File: src/rtl/spi_burst_master.sv
// spi_burst_master: SPI mode-3 master that sends one command byte followed by a
// burst of 0..MAX_BYTES data bytes (read or write). SPC half-period = CLK_DIV clks.
// Build option: define SPI_BURST_MS_BIT_EN to send the slave auto-increment flag
// (ms = more than one data byte) in command bit 6 instead of addr[6].
module spi_burst_master #(
  parameter int MAX_BYTES = 12,
  parameter int CLK_DIV   = 1
) (
  input  logic                           clk,
  input  logic                           reset,
  input  logic                           start,
  input  logic                           rw,
  input  logic [6:0]                     addr,
  input  logic [$clog2(MAX_BYTES+1)-1:0] nbytes,
  input  logic [8*MAX_BYTES-1:0]         wdata,
  input  logic                           SDO,
  output logic                           SPC,
  output logic                           CS,
  output logic                           SDI,
  output logic [8*MAX_BYTES-1:0]         rdata,
  output logic                           busy,
  output logic                           done
);
  localparam int NBW = $clog2(MAX_BYTES+1);
  localparam int DW  = 8*MAX_BYTES;
  localparam int TW  = DW + 8;
  localparam int BCW = $clog2(TW);
  localparam int PW  = (CLK_DIV > 1) ? $clog2(CLK_DIV) : 1;
  localparam logic [PW-1:0]  PH_LAST = PW'(CLK_DIV - 1);
  localparam logic [NBW-1:0] NB_MAX  = NBW'(MAX_BYTES);

  typedef enum logic [2:0] {IDLE, SETUP, SHIFT, HOLD, DONE} state_t;

  state_t         state, state_nxt;
  logic [PW-1:0]  phase, phase_nxt;
  logic [BCW-1:0] bit_cnt, bit_nxt;
  logic [BCW-1:0] last_bit, last_nxt;
  logic           half, half_nxt;
  logic           rw_lat, rw_nxt;
  logic [TW-1:0]  tx, tx_nxt, tx_load;
  logic           spc_nxt, cs_nxt, sdi_nxt, busy_nxt, done_nxt;
  logic [DW-1:0]  rdata_nxt;
  logic [NBW-1:0] eff_n;
  logic [7:0]     cmd;
  logic [BCW-1:0] data_idx, rx_pos;
  logic           phase_end;

  // Data bit j of byte k lands at rdata[8k+7-j]: flip the in-byte index.
  assign data_idx  = bit_cnt - BCW'(8);
  assign rx_pos    = {data_idx[BCW-1:3], ~data_idx[2:0]};
  assign phase_end = (phase == PH_LAST);

  // Clamp the byte count and build the MSB-first transmit image for an accept.
  always_comb begin
    eff_n = (nbytes > NB_MAX) ? NB_MAX : nbytes;
`ifdef SPI_BURST_MS_BIT_EN
    cmd = {rw, (eff_n > NBW'(1)), addr[5:0]};
`else
    cmd = {rw, addr};
`endif
    tx_load = '0;
    tx_load[TW-1 -: 8] = cmd;
    for (int k = 0; k < MAX_BYTES; k++) begin
      if (!rw) tx_load[DW-1-8*k -: 8] = wdata[8*k +: 8];
    end
  end

  // Next state, counters and next registered output values.
  always_comb begin
    state_nxt = state;
    phase_nxt = phase;
    bit_nxt   = bit_cnt;
    half_nxt  = half;
    last_nxt  = last_bit;
    rw_nxt    = rw_lat;
    tx_nxt    = tx;
    spc_nxt   = SPC;
    cs_nxt    = CS;
    sdi_nxt   = SDI;
    rdata_nxt = rdata;
    busy_nxt  = busy;
    done_nxt  = 1'b0;
    case (state)
      IDLE: begin
        if (start) begin
          state_nxt = SETUP;
          phase_nxt = '0;
          rw_nxt    = rw;
          last_nxt  = BCW'({eff_n, 3'b111});
          tx_nxt    = tx_load;
          cs_nxt    = 1'b0;
          spc_nxt   = 1'b1;
          sdi_nxt   = 1'b0;
          busy_nxt  = 1'b1;
          rdata_nxt = '0;
        end
      end
      SETUP: begin
        if (phase_end) begin
          state_nxt = SHIFT;
          phase_nxt = '0;
          half_nxt  = 1'b0;
          bit_nxt   = '0;
          spc_nxt   = 1'b0;
          sdi_nxt   = tx[TW-1];
          tx_nxt    = {tx[TW-2:0], 1'b0};
        end else begin
          phase_nxt = phase + PW'(1);
        end
      end
      SHIFT: begin
        if (!phase_end) begin
          phase_nxt = phase + PW'(1);
        end else begin
          phase_nxt = '0;
          if (!half) begin
            // Rising SPC: the slave's bit is captured here (data phase of reads only).
            half_nxt = 1'b1;
            spc_nxt  = 1'b1;
            if (rw_lat && (bit_cnt[BCW-1:3] != '0)) rdata_nxt[rx_pos] = SDO;
          end else if (bit_cnt == last_bit) begin
            state_nxt = HOLD;
            sdi_nxt   = 1'b0;
          end else begin
            bit_nxt  = bit_cnt + BCW'(1);
            half_nxt = 1'b0;
            spc_nxt  = 1'b0;
            sdi_nxt  = tx[TW-1];
            tx_nxt   = {tx[TW-2:0], 1'b0};
          end
        end
      end
      HOLD: begin
        if (phase_end) begin
          state_nxt = DONE;
          phase_nxt = '0;
          cs_nxt    = 1'b1;
          done_nxt  = 1'b1;
        end else begin
          phase_nxt = phase + PW'(1);
        end
      end
      DONE: begin
        state_nxt = IDLE;
        busy_nxt  = 1'b0;
      end
      default: state_nxt = IDLE;
    endcase
  end

  // State, counters and registered outputs; reset returns the pins to idle.
  always_ff @(posedge clk) begin
    if (reset) begin
      state   <= IDLE;
      phase   <= '0;
      bit_cnt <= '0;
      half    <= 1'b0;
      SPC     <= 1'b1;
      CS      <= 1'b1;
      SDI     <= 1'b0;
      busy    <= 1'b0;
      done    <= 1'b0;
      rdata   <= '0;
    end else begin
      state   <= state_nxt;
      phase   <= phase_nxt;
      bit_cnt <= bit_nxt;
      half    <= half_nxt;
      SPC     <= spc_nxt;
      CS      <= cs_nxt;
      SDI     <= sdi_nxt;
      busy    <= busy_nxt;
      done    <= done_nxt;
      rdata   <= rdata_nxt;
    end
  end

  // Per-frame parameters; reloaded on every accept, so they carry no reset.
  always_ff @(posedge clk) begin
    rw_lat   <= rw_nxt;
    last_bit <= last_nxt;
    tx       <= tx_nxt;
  end

endmodule

File: config.mk
export PLATFORM = sky130hd
export DESIGN_NAME = spi_burst_master
export DESIGN_NICKNAME = d
export VERILOG_FILES = /design/src/rtl/spi_burst_master.sv
export SDC_FILE = /design/constraint.sdc
export NUM_CORES = 1
export LEC_CHECK = 0
export BUFFER_PORTS_ARGS = -buffer_cell sky130_fd_sc_hd__buf_2
export CORE_MARGIN = 3
export CORE_UTILIZATION = 55
export CTS_CLUSTER_SIZE = 20
export DETAILED_ROUTE_END_ITERATION = 7
export GPL_TIMING_DRIVEN = 0
export HOLD_SLACK_MARGIN = 0.02
export PLACE_DENSITY = 0.81
export SLEW_MARGIN = 5
export SYNTH_ARGS = -nofsm -noshare
export SYNTH_HDL_FRONTEND = slang
export SYNTH_SLANG_ARGS = --single-unit
File: constraint.sdc
create_clock -name clk -period 15.45 [get_ports clk]
set_input_delay 2.3175 -clock clk [delete_from_list [all_inputs] [get_ports clk]]
set_output_delay 2.3175 -clock clk [all_outputs]
set_load 0.02 [all_outputs]
==> impl_metrics.csv <==
group,metric,value,unit
status,outcome,"finished, final reports clean",
finish,fin_util,0.696,
setup_path,arrival,4110,ps
sta,tightest_slew,1070,ps
synth,synth_edf_count,109,
floorplan,core,17400,µm²
run,max-cap-violations,0,
clock_network,clk_pin_slew,60,ps
placement,gp_congestion,0.892,
setup_path,startpoint_type,"input pin",
placement,dp_cells,1482,
routing,ant_nets,0,
power_and_ir_drop,leakage,0.00489,µW
min_path,hp-start,"rdata[88]",
routing,wl_per_cell,18.7,µm
finish,layout-drive-gt1-share,0.228,
sta,setup_ws,11710,ps
placement,pre_cts_slack,11310,ps
clock_network,post_cts_buffers,0,
power_and_ir_drop,ir_drop,0.105,mV
sta,fin_crit_sh,0.242,
setup_path,crit_path_max_fanout,10,
clock_network,cts.repair.resized,0,
sta,skew,22.6,ps
floorplan,boundaryPins,213,
global_route,grt_max_degree,26,
floorplan,die_w,140,µm
synth,synthCells,1041,
min_path,hold_class,"register to register",
sta,max_freq,267,MHz
floorplan,initial_core_util,0.565,
floorplan,row_count,48,
synth,synth_cell_types,49,
routing,viasPerCell,5.88,
finish,area_growth,23.2,%
setup_path,worstSetupPathType,"input pin to register",
min_path,min_to,"rdata[88]",
clock_network,cts_hold_buf,0,
synth,synth_area_per_cell,9.42,µm²
setup_path,reg2reg_depth,6,
routing,first_pass_iters,5,
routing,wl,28.6,mm
floorplan,fp.dieArea,19500,µm²
sta,setup_viol,0,
synth,synth-async-reset-ratio,0,
synth,syn_nets,1154,
clock_network,clockBufferDepth,3,
setup_path,cp-end-kind,"register",
setup_path,timing.rr.end,"tx[70]",
sta,hold_viol_final,0,
clock_network,cts_root_buf,"clkbuf_16",
clock_network,htree_levels,1,
clock_network,cts_sinks,221,
sta,slew_headroom,0.279,
setup_path,rr_startpoint,"bit_cnt[2]",
finish,final_nets,1396,
floorplan,die_h,140,µm
synth,ys_ff_latch,221,
synth,netlist_area,9810,µm²
routing,drt_iter0_drc,824,
routing,vias,8976,
global_route,grt_antenna_before_repair,0,
sta,fin_crit,3740,ps
finish,fillers,1327,
finish,insertedDiodeCount,0,
setup_path,cp.required,15820,ps
global_route,grt.overflow.total,0,
sta,tns,0,ps
global_route,grt_pass1_wl,44.9,mm
clock_network,cts_tree,"built",
setup_path,r2r_setup_slack,12880,ps
synth,synthFlopType,"dfxtp_1",
synth,seq_area_frac_synth,0.562,
min_path,whs_path_depth,2,
finish,final_cells,1526,
placement,detailed_place_hpwl,20.0,mm
routing,drc,0,
global_route,grt_use_total,0.283,
global_route,grt_pass1_vias,8592,
placement,io_buffers,212,
clock_network,clock_latency,510,ps
synth,ys.warnings.count,0,
power_and_ir_drop,p_per_area,118,nW/µm²
clock_network,cts_made_buffers,24,
sta,drv_slew,0,
sta,rsz0062_at_grt,"no",
-- final cells by class --
type | instances | area (µm²) | share of cell area
Inverter | 4 | 15.0 | 0.00124
Buffer | 85 | 410 | 0.0340
Sequential cell | 221 | 5520 | 0.456
Clock buffer | 40 | 773 | 0.0640
Timing Repair Buffer | 216 | 1160 | 0.0963
Multi-Input combinational cell | 731 | 3880 | 0.321
Tap cell | 225 | 282 | 0.0233
Clock inverter | 4 | 48.8 | 0.00404
-- power breakdown --
group / total (µW) / internal [µW] / switching (µW)
Combinational: 149 / 55.5 / 93.7
Sequential: 698 / 681 / 16.6
Clock: 585 / 357 / 228
Total: 1430 / 1090 / 338
-- through the flow --
step	instance area, µm²	total power (µW)	hold slack (ps)
6_report	12100	1430	465
5_1_grt	12100	1480	490
4_1_cts	12100	1430	469
3_5_place_dp	11300	856	455
3_3_place_gp	11200	851	446
2_1_floorplan	9810	797	496
-- state kept, by name (all words and copies together), names as in the netlist --
register and flops:
tx 104, rdata 96, bit_cnt 7, last_bit 4
state 3, CS 1, SDI 1, SPC 1
busy 1, done 1, half 1, rw_lat 1
-- cells by family after synthesis --
| logic type | Yosys count | share of synthesized area |
|---|---|---|
| muxes | 8 | 0.00918 |
| adders and majority gates | 1 | 0.00128 |
| AOI/OAI and AO/OA | 415 | 0.217 |
| and+or+nand+nor | 302 | 0.163 |
| DFF | 221 | 0.562 |
| buffers and inverters | 89 | 0.0434 |
| xor gates and xnor gates | 5 | 0.00446 |
-- routing by layer --
layer  vias up  track usage  part of all wire
li1       4167            -                 -
met1      4158        0.373              0.39
met2       559        0.483              0.48
met3        92       0.0375              0.10
met4         0        0.101             0.035
met5         -            0                 0
-- cell usage after synthesis, types with 2 or more instances --
cell        n  area share
a21boi_0    2      0.0015
a21oi_1   108       0.055
and3_1      2      0.0013
and3b_1     2      0.0018
buf_2      17      0.0087
buf_6       9       0.010
clkbuf_1   56       0.021
clkbuf_2    2      0.0010
dfxtp_1   112        0.23
edfxtp_1  109        0.33
inv_1       4      0.0015
mux2_2      8      0.0092
nand2_1   124       0.047
nand2b_1  103       0.066
nand3_1     7      0.0036
nor2_1     15      0.0057
nor2b_1    19       0.012
nor3_1      8      0.0041
nor3b_1     5      0.0038
o21ai_0   270        0.14
o21ai_1    24       0.012
or3_1       4      0.0026
or4_1       2      0.0015
xnor2_1     4      0.0036
-- worst max-delay path, cell delays in order --
cell	delay, ps
buf_2	180
nand2b_1	300
clkbuf_1	440
clkbuf_1	410
a21oi_1	100
o21ai_0	240
o21ai_0	120
-- placed cells by master (no fill, tap or decap), drive strengths merged, types with 3 or more instances in the layout --
cell	count
xnor2	4
or3	4
dfxtp	112
o21ai	295
nand3	7
nor2	16
nor2b	19
edfxtp	109
a21oi	108
nand2	124
nand2b	103
nor3	9
clkinv	3
or4	3
clkbuf	98
mux2	8
buf	243
inv	4
nor3b	6
-- worst max-delay path by stage --
stage	startpoint	endpoint	slack, ps	depth (start not counted)
2_1_floorplan	start	tx[0]	7300	3
3_3_place_gp	start	tx[68]	5090	4
3_5_place_dp	start	tx[68]	11310	6
4_1_cts	reset	rdata[11]	11750	7
5_1_grt	reset	rdata[11]	11570	7
6_report	reset	rdata[11]	11710	7
Power figures use the tool's default switching activity.
